`config.mk`:
```
export PLATFORM = sky130hd
export DESIGN_NAME = uart_cmd_responder_flat
export DESIGN_NICKNAME = d
export VERILOG_FILES = /design/src/rtl/uart_cmd_responder_if.sv /design/src/rtl/uart_cmd_responder.sv /design/src/flat_wrapper.sv
export SDC_FILE = /design/constraint.sdc
export NUM_CORES = 1
export LEC_CHECK = 0
export ABC_AREA = 0
export BUFFER_PORTS_ARGS = -buffer_cell sky130_fd_sc_hd__buf_4
export CAP_MARGIN = 25
export CORE_AREA = 2 2 108 68
export CTS_BUF_LIST = sky130_fd_sc_hd__clkbuf_8
export DETAILED_ROUTE_END_ITERATION = 16
export DIE_AREA = 0 0 110 70
export HOLD_SLACK_MARGIN = 0.15
export PLACE_DENSITY = 0.65
export SLEW_MARGIN = 10
export SYNTH_ARGS = -nofsm -noshare
export SYNTH_HDL_FRONTEND = slang
export SYNTH_SLANG_ARGS = --single-unit
```
`constraint.sdc`:
```
create_clock -name clk -period 1.81 [get_ports clk]
set_input_delay 0.181 -clock clk [delete_from_list [all_inputs] [get_ports clk]]
set_output_delay 0.181 -clock clk [all_outputs]
set_load 0.05 [all_outputs]
```
`src/rtl/uart_cmd_responder_if.sv`:
```
// ============================================================================
// Module   : uart_cmd_responder_if
// Purpose  : Byte-stream and register-bus signal bundle of uart_cmd_responder.
// Revision : 1.0  initial release
// ============================================================================
`default_nettype none

interface uart_cmd_responder_if;
   logic       rx_valid;
   logic [7:0] rx_data;
   logic       tx_valid;
   logic [7:0] tx_data;
   logic       tx_ready;
   logic       bus_wr;
   logic       bus_rd;
   logic [7:0] bus_addr;
   logic [7:0] bus_wdata;
   logic [7:0] bus_rdata;
   logic [7:0] err_cnt;

   // Responder side
   modport slave (
      input  rx_valid, rx_data, tx_ready, bus_rdata,
      output tx_valid, tx_data, bus_wr, bus_rd, bus_addr, bus_wdata, err_cnt
   );

   // Host / UART / register-file side
   modport master (
      output rx_valid, rx_data, tx_ready, bus_rdata,
      input  tx_valid, tx_data, bus_wr, bus_rd, bus_addr, bus_wdata, err_cnt
   );
endinterface

`default_nettype wire

```
`src/rtl/uart_cmd_responder.sv`:
```
// ============================================================================
// Module   : uart_cmd_responder
// Purpose  : Parses 'W'/'R' command frames from a UART byte stream into single
//            register-bus accesses and returns one response byte per frame.
// Revision : 1.0  initial release
// ============================================================================
`default_nettype none

module uart_cmd_responder #(
   parameter int TIMEOUT_CYC = 1000000
) (
   input  wire                   clk,
   input  wire                   rst,
   uart_cmd_responder_if.slave   cmd_if
);

   localparam int                CNT_W   = (TIMEOUT_CYC > 2) ? $clog2(TIMEOUT_CYC) : 1;
   localparam logic [CNT_W-1:0]  CNT_MAX = CNT_W'(TIMEOUT_CYC - 1);
   localparam logic [CNT_W-1:0]  CNT_ONE = CNT_W'(1);
   localparam logic [7:0]        CMD_WR  = 8'h57;
   localparam logic [7:0]        CMD_RD  = 8'h52;
   localparam logic [7:0]        RSP_OK  = 8'h4B;
   localparam logic [7:0]        RSP_BAD = 8'h3F;

   typedef enum logic [2:0] {
      IDLE    = 3'd0,
      ADDR    = 3'd1,
      DATA    = 3'd2,
      EXEC_WR = 3'd3,
      EXEC_RD = 3'd4,
      RD_WAIT = 3'd5,
      RESP    = 3'd6
   } state_t;

   state_t           state_q,     state_d;
   logic             cmd_wr_q,    cmd_wr_d;
   logic [CNT_W-1:0] cnt_q,       cnt_d;
   logic             tx_valid_q,  tx_valid_d;
   logic [7:0]       tx_data_q,   tx_data_d;
   logic             bus_wr_q,    bus_wr_d;
   logic             bus_rd_q,    bus_rd_d;
   logic [7:0]       bus_addr_q,  bus_addr_d;
   logic [7:0]       bus_wdata_q, bus_wdata_d;
   logic [7:0]       err_cnt_q,   err_cnt_d;
   logic             err_inc;

   always_ff @(posedge clk or posedge rst) begin
      if (rst) begin
         state_q     <= IDLE;
         cmd_wr_q    <= 1'b0;
         cnt_q       <= '0;
         tx_valid_q  <= 1'b0;
         tx_data_q   <= 8'h00;
         bus_wr_q    <= 1'b0;
         bus_rd_q    <= 1'b0;
         bus_addr_q  <= 8'h00;
         bus_wdata_q <= 8'h00;
         err_cnt_q   <= 8'h00;
      end else begin
         state_q     <= state_d;
         cmd_wr_q    <= cmd_wr_d;
         cnt_q       <= cnt_d;
         tx_valid_q  <= tx_valid_d;
         tx_data_q   <= tx_data_d;
         bus_wr_q    <= bus_wr_d;
         bus_rd_q    <= bus_rd_d;
         bus_addr_q  <= bus_addr_d;
         bus_wdata_q <= bus_wdata_d;
         err_cnt_q   <= err_cnt_d;
      end
   end

   // Strobes and tx_valid are decoded from the next state so every output
   // leaves a flop while still meeting the one-cycle-per-stage latencies.
   always_comb begin
      state_d     = state_q;
      cmd_wr_d    = cmd_wr_q;
      cnt_d       = cnt_q;
      tx_valid_d  = tx_valid_q;
      tx_data_d   = tx_data_q;
      bus_wr_d    = 1'b0;
      bus_rd_d    = 1'b0;
      bus_addr_d  = bus_addr_q;
      bus_wdata_d = bus_wdata_q;
      err_inc     = 1'b0;

      case (state_q)
         IDLE: begin
            cnt_d = '0;
            if (cmd_if.rx_valid) begin
               if (cmd_if.rx_data == CMD_WR) begin
                  cmd_wr_d = 1'b1;
                  state_d  = ADDR;
               end else if (cmd_if.rx_data == CMD_RD) begin
                  cmd_wr_d = 1'b0;
                  state_d  = ADDR;
               end else begin
                  tx_data_d  = RSP_BAD;
                  tx_valid_d = 1'b1;
                  state_d    = RESP;
               end
            end
         end
         ADDR: begin
            if (cmd_if.rx_valid) begin
               bus_addr_d = cmd_if.rx_data;
               cnt_d      = '0;
               if (cmd_wr_q) begin
                  state_d = DATA;
               end else begin
                  state_d  = EXEC_RD;
                  bus_rd_d = 1'b1;
               end
            end else if (cnt_q == CNT_MAX) begin
               cnt_d   = '0;
               err_inc = 1'b1;
               state_d = IDLE;
            end else begin
               cnt_d = cnt_q + CNT_ONE;
            end
         end
         DATA: begin
            if (cmd_if.rx_valid) begin
               bus_wdata_d = cmd_if.rx_data;
               cnt_d       = '0;
               bus_wr_d    = 1'b1;
               state_d     = EXEC_WR;
            end else if (cnt_q == CNT_MAX) begin
               cnt_d   = '0;
               err_inc = 1'b1;
               state_d = IDLE;
            end else begin
               cnt_d = cnt_q + CNT_ONE;
            end
         end
         EXEC_WR: begin
            err_inc    = cmd_if.rx_valid;
            tx_data_d  = RSP_OK;
            tx_valid_d = 1'b1;
            state_d    = RESP;
         end
         EXEC_RD: begin
            err_inc = cmd_if.rx_valid;
            state_d = RD_WAIT;
         end
         RD_WAIT: begin
            err_inc    = cmd_if.rx_valid;
            tx_data_d  = cmd_if.bus_rdata;
            tx_valid_d = 1'b1;
            state_d    = RESP;
         end
         RESP: begin
            // A byte arriving in the hand-off cycle is still a drop.
            err_inc = cmd_if.rx_valid;
            if (cmd_if.tx_ready) begin
               tx_valid_d = 1'b0;
               state_d    = IDLE;
            end
         end
         default: begin
            tx_valid_d = 1'b0;
            state_d    = IDLE;
         end
      endcase

      err_cnt_d = (err_inc && (err_cnt_q != 8'hFF)) ? err_cnt_q + 8'h01 : err_cnt_q;
   end

   assign cmd_if.tx_valid  = tx_valid_q;
   assign cmd_if.tx_data   = tx_data_q;
   assign cmd_if.bus_wr    = bus_wr_q;
   assign cmd_if.bus_rd    = bus_rd_q;
   assign cmd_if.bus_addr  = bus_addr_q;
   assign cmd_if.bus_wdata = bus_wdata_q;
   assign cmd_if.err_cnt   = err_cnt_q;

endmodule

`default_nettype wire
```
`src/flat_wrapper.sv`:
```
// flat-port wrapper written by rule: the top's interface ports become plain ports
module uart_cmd_responder_flat 
#(
   parameter int TIMEOUT_CYC = 1000000
)
  (clk, rst, cmd_if_rx_valid, cmd_if_rx_data, cmd_if_tx_ready, cmd_if_bus_rdata, cmd_if_tx_valid, cmd_if_tx_data, cmd_if_bus_wr, cmd_if_bus_rd, cmd_if_bus_addr, cmd_if_bus_wdata, cmd_if_err_cnt);
  uart_cmd_responder_if cmd_if_i ();
  input  wire clk;
  input  wire rst;
  input wire logic [$bits(cmd_if_i.rx_valid)-1:0] cmd_if_rx_valid;
  input wire logic [$bits(cmd_if_i.rx_data)-1:0] cmd_if_rx_data;
  input wire logic [$bits(cmd_if_i.tx_ready)-1:0] cmd_if_tx_ready;
  input wire logic [$bits(cmd_if_i.bus_rdata)-1:0] cmd_if_bus_rdata;
  output wire logic [$bits(cmd_if_i.tx_valid)-1:0] cmd_if_tx_valid;
  output wire logic [$bits(cmd_if_i.tx_data)-1:0] cmd_if_tx_data;
  output wire logic [$bits(cmd_if_i.bus_wr)-1:0] cmd_if_bus_wr;
  output wire logic [$bits(cmd_if_i.bus_rd)-1:0] cmd_if_bus_rd;
  output wire logic [$bits(cmd_if_i.bus_addr)-1:0] cmd_if_bus_addr;
  output wire logic [$bits(cmd_if_i.bus_wdata)-1:0] cmd_if_bus_wdata;
  output wire logic [$bits(cmd_if_i.err_cnt)-1:0] cmd_if_err_cnt;
  assign cmd_if_i.rx_valid = cmd_if_rx_valid;
  assign cmd_if_i.rx_data = cmd_if_rx_data;
  assign cmd_if_i.tx_ready = cmd_if_tx_ready;
  assign cmd_if_i.bus_rdata = cmd_if_bus_rdata;
  assign cmd_if_tx_valid = cmd_if_i.tx_valid;
  assign cmd_if_tx_data = cmd_if_i.tx_data;
  assign cmd_if_bus_wr = cmd_if_i.bus_wr;
  assign cmd_if_bus_rd = cmd_if_i.bus_rd;
  assign cmd_if_bus_addr = cmd_if_i.bus_addr;
  assign cmd_if_bus_wdata = cmd_if_i.bus_wdata;
  assign cmd_if_err_cnt = cmd_if_i.err_cnt;
  uart_cmd_responder #(.TIMEOUT_CYC(TIMEOUT_CYC)) u_core (.clk(clk), .rst(rst), .cmd_if(cmd_if_i));
endmodule
```
# After elaboration in Yosys (flattened, before gate mapping)
# Cells that the tools add are included.
[word_totals]
reg_bits = 59
latch_bits = 0
ramBits = 0
romBits = 0
in_bits = 20
mem_count = 0
[op_classes]
addsub = 2
multipliers = 0
div_mod_pow = 0
order_cmp = 0
eq_ne = 14
shifts = 0
n_mux = 31
n_bitwise = 1
n_reduce_logical = 15
[ops]
columns = ["cell", "count"]
rows = [
  ["20-bit 2-to-1 mux", 2],
  ["20-bit case mux with 2 select lines", 1],
  ["3-bit 2-to-1 mux", 8],
  ["8-bit 2-to-1 mux", 3],
  ["8-bit case mux with 3 select lines", 1],
  ["20-bit by 1-bit adder with 20-bit output, second input constant", 1],
  ["20-bit equality test, second input constant", 1],
  ["3-bit case mux with 6 select lines", 1],
  ["8-bit by 7-bit equality test with 1-bit output, second input constant", 2],
  ["1-bit 2-to-1 mux", 13],
  ["3-bit equality test, second input constant", 3],
  ["8-bit by 1-bit adder with 8-bit output, second input constant", 1],
  ["2-bit inequality test, second input constant", 4],
  ["8-bit inequality test, second input constant", 1],
  ["3-bit by 2-bit equality test with 1-bit output, second input constant", 2],
  ["2-bit AND reduction", 3],
  ["5-bit AND reduction", 1],
  ["1-bit case mux with 4 select lines", 1],
  ["4-bit AND reduction", 1],
  ["2-bit nonzero test", 2],
  ["2-bit OR reduction", 2],
  ["4-bit OR reduction", 1],
  ["3-bit by 1-bit equality test with 1-bit output, second input constant", 1],
  ["3-bit logical NOT", 1],
  ["6 further kinds", 6],
]

# Depth between registers and ports, before layout
# Gate-level depths: netlist of run 1.
[depth]
word_depth = 5
ltp_mapped = 8

# Worst setup path before layout of run 1
# OpenSTA, ideal clock, no wires.
[synth_path]
path_type = "register to register"
startpoint = "register u_core.err_cnt_q[0], in the netlist u_core.cmd_if.err_cnt[0]"
endpoint = "register u_core.err_cnt_q[1], in the netlist u_core.cmd_if.err_cnt[1]"
t_arrival_ps = 1985
required_ps = 1685
setup_slack_ps = -300
path_stages_with_launch = 8
synth_period_minus_slack_ps = 2110
path_cell_list = "dfrtp_1 ha_1 and3_1 and3_1 nand3_1 and2_4 buf_6 mux2_4"
[synth_between]
elab_chain_len = 2
word_cells_on_any_way = 3
cone_classes = "add/sub (1); eq/ne (1); reduce/logical (1)"
[synth_lines]
columns = ["item", "line_no", "source"]
rows = [
  ["from (decl)", "uart_cmd_responder.sv:44", "logic [7:0] err_cnt_q, err_cnt_d;"],
  ["from (signal assigned)", "uart_cmd_responder.sv:69", "err_cnt_q <= err_cnt_d;"],
  ["branches (longest 2 deep; another with 8-bit by 1-bit adder with 8-bit output)", "--", ""],
]
# Parallel ways; which one is timed is not known.
# A chain may end at the register's enable or synchronous reset.

# Worst setup path in the final report of run 1
[layout_path]
startpoint = "register u_core.cnt_q[0]"
endpoint = "register u_core.err_cnt_q[1], in the netlist u_core.cmd_if.err_cnt[1]"
[layout_between]
elab_chain_len = 5
[layout_lines]
columns = ["item", "line_no", "source"]
rows = [
  ["from (decl)", "uart_cmd_responder.sv:37", "logic [CNT_W-1:0] cnt_q, cnt_d;"],
  ["from (signal assigned)", "uart_cmd_responder.sv:62", "cnt_q <= cnt_d;"],
  ["20-bit equality test", "uart_cmd_responder.sv:114, uart_cmd_responder.sv:128", ""],
  ["1-bit 2-to-1 mux", "uart_cmd_responder.sv:114, uart_cmd_responder.sv:128", ""],
  ["1-bit 2-to-1 mux", "uart_cmd_responder.sv:105", "if (cmd_if.rx_valid) begin"],
  ["1-bit case mux with 2 select lines", "uart_cmd_responder.sv:87", "case (state_q)"],
  ["1-bit logical AND", "uart_cmd_responder.sv:166", "err_cnt_d = (err_inc && (err_cnt_q != 8'hFF)) ? err_cnt_q + 8'h01 : err_cnt_q;"],
]
# No other way between the ends.

==> results_dict.tcl, run 1 <==
set metrics [dict create \
    avgRoutedWirePerCell_um 15.5 \
    yosysTopAreaCell "dfrtp_1" \
    skew_ns 0.00783 \
    cpPeakStageDelay_ns 0.35 \
    nFillCells 575 \
    ir_drop_v 0.000980 \
    yosysMostFrequentCell "dfrtp_1" \
    syn_area_um2 2950 \
    tightest_slew_ns 0.499 \
    die_h_um 70 \
    cts_num_sinks 59 \
    status "finished, final reports clean" \
    synthAdderAreaFrac_pct 0.848 \
    cap_violations 0 \
    min_period_ns 1.75 \
    grt_pass1_wl_mm 12.7 \
    routed_wirelength_mm 7.53 \
    fin_area_um2 4110 \
    synth_compound_area_share_pct 15.7 \
    placedInstanceArea_um2 3740 \
    yosys_most_used_dff "dfrtp_1" \
    path_max_fanout 4 \
    ant_nets 0 \
    hp-start "cmd_if_rx_valid" \
    synth-simple-area-share_pct 17.8 \
    grt_use_total_pct 21.4 \
    area_growth_pct 39.4 \
    overflow 0 \
    synth.top_cells.by_area "dfrtp_1 (50%), mux2_2 (6.1%), xor2_1 (3.0%), nand2_1 (2.8%), o21ai_0 (2.7%)" \
    dp.cells 458 \
    fp-row-count 24 \
    synth_nets 306 \
    power_leakage_nw 1.95 \
    cts_setup_buffers 0 \
    die_x_um 110 \
    drc 0 \
    max_slew_margin_pct 66.7 \
    path_cells "ha_2 > and4_4 > and4_4 > a31o_1 > and2_4 > mux2_4" \
    cp_data_arrival_time_ns 1.97 \
    ys_async_sr_fraction_pct 100 \
    syn_inst 284 \
    synthMuxAreaShare_pct 8.65 \
    cts_root_buf "clkbuf_8" \
    io_buffers 54 \
    cpMostUsedCell "and4_4" \
    synth_xor_area_share_pct 3.26 \
    reg2reg_from "u_core.cnt_q[0]" \
    dp_hpwl_mm 5.44 \
    critPathKind "reg2reg" \
    syn_avg_cell_area_um2 10.4 \
    synth_top_area_share_pct 50.0 \
    grt_pass1_vias 2586 \
    clock_latency_ns 0.33 \
    hold_path_depth 3 \
    place_congestion 0.835 \
    synth_edf_count 0 \
    cp-startpoint "u_core.cnt_q[0]" \
    cts_buffers 9 \
    drt_iter0_markers 197 \
    drive_gt1_share_pct 36.1 \
    final_max_slew_viol_count 0 \
    hold_viol 0 \
    diodes 0 \
    setup_violations 0 \
    dpl_worst_slack_ns 0.000700 \
    fin_crit_sh_pct 96.8 \
    antenna_found_initial 0 \
    instances_no_fill 487 \
    synth_cell_type_count 51 \
    final_nets 413 \
    r2r_cells 6 \
    fmax_mhz 571 \
    synth_warnings 0 \
    p_per_area_nw_per_um2 1700 \
    cts_tree "built" \
    vias 2644 \
    cpMaxStageDelayCell "dfrtp_1" \
    hold_class "in2reg" \
    yosys_register_bits 59 \
    ys_seq_area_share_pct 50.0 \
    vias_per_cell 5.43 \
    startpoint_type "flop" \
    crit_path_end_kind "flop" \
    start_util_pct 42.9 \
    cts_max_path_buffers 2 \
    required_ns 2.03 \
    core_um2 6880 \
    dr.pass1.iters 5 \
    fin_ws_ns 0.0576 \
    grt_max_degree 26 \
    clk_pin_slew_ns 0.07 \
    synth_top_family_by_area "simple AND/OR/NAND/NOR gates" \
    htreeDepth 3 \
    die-area_um2 7700 \
    fin_setup_tns_ns 0 \
    pin_count 55 \
    netlist_top_cells_count "dfrtp_1 (59), nand2_1 (22), nor2_1 (20), mux2_2 (16), o21ai_0 (16)" \
    grt_setup_unrepaired "true" \
]
## layer usage
metal	up-vias	share of wire (%)	global-route usage [%]	wire (um)
met5	-	0	0	0
met4	0	1.5	7.17	111
met3	8	5.1	5.98	383
met2	77	42	28.8	3160
met1	1296	52	32.9	3880
li1	1263	-	-	-
## cell type report
type | count | area [um^2] | share of cell area, %
Clock inverter | 5 | 75.1 | 1.82
Tap cell | 91 | 114 | 2.77
Inverter | 8 | 30.0 | 0.730
Multi-Input combinational cell | 204 | 1390 | 33.8
Sequential cell | 59 | 1480 | 35.9
Clock buffer | 11 | 151 | 3.68
Timing Repair Buffer | 109 | 876 | 21.3
## registers in the layout, summed over array words and instances (netlist names)
signal and cells:
u_core.cnt_q 20, u_core.cmd_if.tx_data 8, u_core.cmd_if.bus_wdata 8, u_core.cmd_if.bus_addr 8
u_core.cmd_if.bus_rd 1, u_core.cmd_if.err_cnt 8, u_core.cmd_if.tx_valid 1, u_core.cmd_wr_q 1
u_core.state_q 3, u_core.cmd_if.bus_wr 1
## path summary, 6_finish.rpt
check                           slack (ns)                         end
worst max-delay path                  0.06    u_core.cmd_if.err_cnt[1]
worst min-delay path                  0.20           u_core.state_q[1]
worst max register to register        0.06    u_core.cmd_if.err_cnt[1]
worst min register to register        0.51  u_core.cmd_if.bus_wdata[5]
max in group asynchronous             0.82  u_core.cmd_if.bus_wdata[0]
min in group asynchronous             0.43            u_core.cnt_q[14]
## logic make-up (layout without fill, tap and decap cells)
logic type / count (synthesis) / after routing
multiplexers: 23 / 23
AO/OA/AOI/OAI: 69 / 69
flip-flops: 59 / 59
XOR/XNOR: 11 / 11
adder cells (fa/ha/maj): 2 / 2
buffers and inverters: 21 / 133
AND/OR/NAND/NOR: 99 / 99
## cells in the final DEF (no fill, tap or decap), types with 3 or more instances in the layout
cell type	instances
a21o_1	4
a21oi_1	13
a222oi_1	3
a22o_1	3
a2bb2oi_1	4
a31oi_1	5
and3_1	8
buf_4	94
clkbuf_8	11
clkinv_2	3
dfrtp_1	57
dlygate4sd3_1	13
inv_1	7
mux2_2	16
mux2i_1	6
nand2_1	22
nand2b_1	4
nand3_1	13
nand4_1	7
nor2_1	19
nor2b_1	4
nor3_1	4
o21ai_0	16
o22ai_1	3
xor2_1	10
## what timing repair did
action	in CTS	in global routing
pin swaps	0	3
hold buffers	13	0
setup endpoints to repair	1	23
endpoints found under the hold margin	43	0
resized for setup	1	5
## worst max-delay path: cells and delay by family, from the launching register on
kind                       cells  cell delay [ns]
DFF                            1             0.35
and+or+nand+nor                3             0.64
AOI/OAI and AO/OA              1             0.18
muxes                          1             0.29
adders and majority gates      1             0.18
## report_power, final
group          total [mW]  internal (mW)  switching (mW)
Sequential           2.03           1.72           0.305
Clock                1.37          0.843           0.527
Combinational        3.62           1.37            2.25
## through the flow
stage | util, % | hold slack (ns) | power, mW
after floorplan | - | 0.315 | 4.43
after global placement | 54.3 | 0.248 | 5.56
after detailed placement | 54.3 | 0.257 | 5.62
after CTS | 59.6 | 0.164 | 7.05
after global routing | 59.8 | 0.204 | 7.40
final | 59.8 | 0.198 | 7.01
No activity file was read; power rests on OpenSTA's default activity.
==> run 2: changes to the inputs <==
Settings changed: PLACE_DENSITY 0.65 to 0.7.
==> run 2 against run 1 <==
Sequential share of layout area increased by 0.82 points. Core utilization is 1.3 points lower. Critical endpoint unchanged. Register-to-register slack improved by 0.02 ns. Largest power group unchanged. Via count decreased by 3.1%. First-iteration DRC count down 31%. Clock skew about the same. Flip-flop and latch count unchanged.
==> results_dict.tcl, run 2 (synthesized netlist as in run 1, its figures left out) <==
set metrics [dict create \
    overflow 0 \
    nFillCells 603 \
    status "finished, final reports clean" \
    path_max_fanout 4 \
    power_frac_seq_pct 30.3 \
    power.switching_mw 3.07 \
    clk_pin_slew_ns 0.07 \
    final_nets 404 \
    grt_pass1_vias 2329 \
    crit_path_end_kind "flop" \
    grt_max_degree 60 \
    rrSetupSlack_ns 0.07 \
    area_growth_pct 36.3 \
    min_period_ns 1.74 \
    internal_power_mw 3.70 \
    die_h_um 70 \
    power_leakage_nw 1.89 \
    antenna_found_initial 0 \
    io_buffers 54 \
    routed_wirelength_mm 7.30 \
    clock_latency_ns 0.34 \
    p_clk_share_pct 17.7 \
    cts_tree "built" \
    fmax_mhz 576 \
    final_common_cell "buf_4" \
    cpMostUsedCell "and4_4" \
    swShare_pct 45.4 \
    avgRoutedWirePerCell_um 15.3 \
    dp.cells 450 \
    p_per_area_nw_per_um2 1680 \
    required_ns 2.03 \
    drt_iter0_markers 136 \
    final-seq-area_um2 1480 \
    skew_ns 0.00775 \
    startpoint_type "flop" \
    grt_use_total_pct 19.9 \
    cp_data_arrival_time_ns 1.96 \
    die_x_um 110 \
    final_max_slew_viol_count 0 \
    top_register "u_core.cnt_q" \
    cts_buffers 9 \
    hold_viol 0 \
    cp_top_family "simple AND/OR/NAND/NOR gates" \
    vias 2563 \
    fin_crit_sh_pct 96.0 \
    cts_root_buf "clkbuf_8" \
    multi_input_area_um2 1400 \
    largest_register_ffs 20 \
    cpPeakStageDelay_ns 0.36 \
    grt_setup_unrepaired "false" \
    pin_count 55 \
    hold_class "in2reg" \
    ant_nets 0 \
    cap_violations 0 \
    critPathKind "reg2reg" \
    place_congestion 0.792 \
    dr.pass1.iters 4 \
    cts_max_path_buffers 2 \
    instances_no_fill 478 \
    vias_per_cell 5.36 \
    dp_hpwl_mm 5.13 \
    ir_drop_v 0.00106 \
    path_buf_inv 0 \
    cts_num_sinks 59 \
    tightest_slew_ns 0.326 \
    start_util_pct 42.9 \
    fp-row-count 24 \
    max_slew_margin_pct 78.3 \
    cpMaxStageDelayCell "dfrtp_1" \
    comb_power_share_pct 52.0 \
    diodes 0 \
    die-area_um2 7700 \
    grt_pass1_wl_mm 11.8 \
    path_cells "ha_2 > and4_4 > and4_4 > a31o_4 > and2_4 > mux2_4" \
    core_um2 6880 \
    drc 0 \
    most-common-layout-cells "buf_4 (87), dfrtp_1 (57), nand2_1 (22)" \
    setup_violations 0 \
    htreeDepth 3 \
    drive_gt1_share_pct 35.4 \
    totalPowerFinal_mw 6.77 \
]
run 2: worst register-to-register path: stages (launching register included):
cell     delay [ns]
dfrtp_1        0.36
ha_2           0.18
and4_4         0.24
and4_4         0.26
a31o_4         0.15
and2_4         0.14
mux2_4         0.29
run 2: worst paths after layout:
| kind | from | endpoint | cells after the start |
|---|---|---|---|
| max | u_core.cnt_q[0] | u_core.cmd_if.err_cnt[1] | 6 |
| min | cmd_if_bus_rdata[0] | u_core.cmd_if.tx_data[0] | 3 |
| max reg2reg | u_core.cnt_q[0] | u_core.cmd_if.err_cnt[1] | 6 |
| min reg2reg | u_core.cmd_if.err_cnt[0] | u_core.cmd_if.err_cnt[0] | 1 |
| max in group asynchronous | rst | u_core.cmd_if.err_cnt[1] | 4 |
| min in group asynchronous | rst | u_core.cnt_q[15] | 4 |
run 2: per-stage QoR:
stage | area (um^2) | setup WS (ns) | setup TNS, ns | hold WS, ns | util (%)
after global placement | 3680 | 0.0497 | 0 | 0.272 | 53.5
after detailed placement | 3680 | 0.0199 | 0 | 0.275 | 53.5
after floorplan | 2960 | -0.151 | -0.151 | 0.315 | -
after CTS | 3970 | 0.000413 | 0 | 0.155 | 57.8
after global routing | 4020 | 0.00414 | 0 | 0.160 | 58.5
final | 4020 | 0.0727 | 0 | 0.154 | 58.5
run 2: what timing repair did:
action | CTS | global route
resized for setup | 0 | 8
buffers inserted | 0 | 2
endpoints found under the hold margin | 77 | 0
endpoints found under the setup margin | 0 | 14
hold buffers | 10 | 0
run 2: final cells by class:
cell class,count,share of cell area [%]
Tap cell,91,2.83
Clock inverter,6,1.40
Inverter,8,0.747
Clock buffer,10,3.42
Sequential cell,59,36.8
Timing Repair Buffer,100,20.0
Multi-Input combinational cell,204,34.8
run 2: power groups by stage:
stage	Sequential (mW)	Clock (mW)	Combinational, mW
final	2.05	1.20	3.52
after global routing	2.11	1.27	3.73
after CTS	2.04	1.21	3.49
after detailed placement	2.06	0	3.47
after global placement	2.04	0	3.42
after floorplan	3.18	0	1.25
run 2: metal layers:
metal	GRT usage (%)	wire, um	vias up	share of wire (%)
met2	26.0	3050	66	42
met1	32.1	3800	1245	52
met5	0	0	-	0
li1	-	-	1243	-
met3	5.14	387	9	5.3
met4	5.06	59	0	0.81
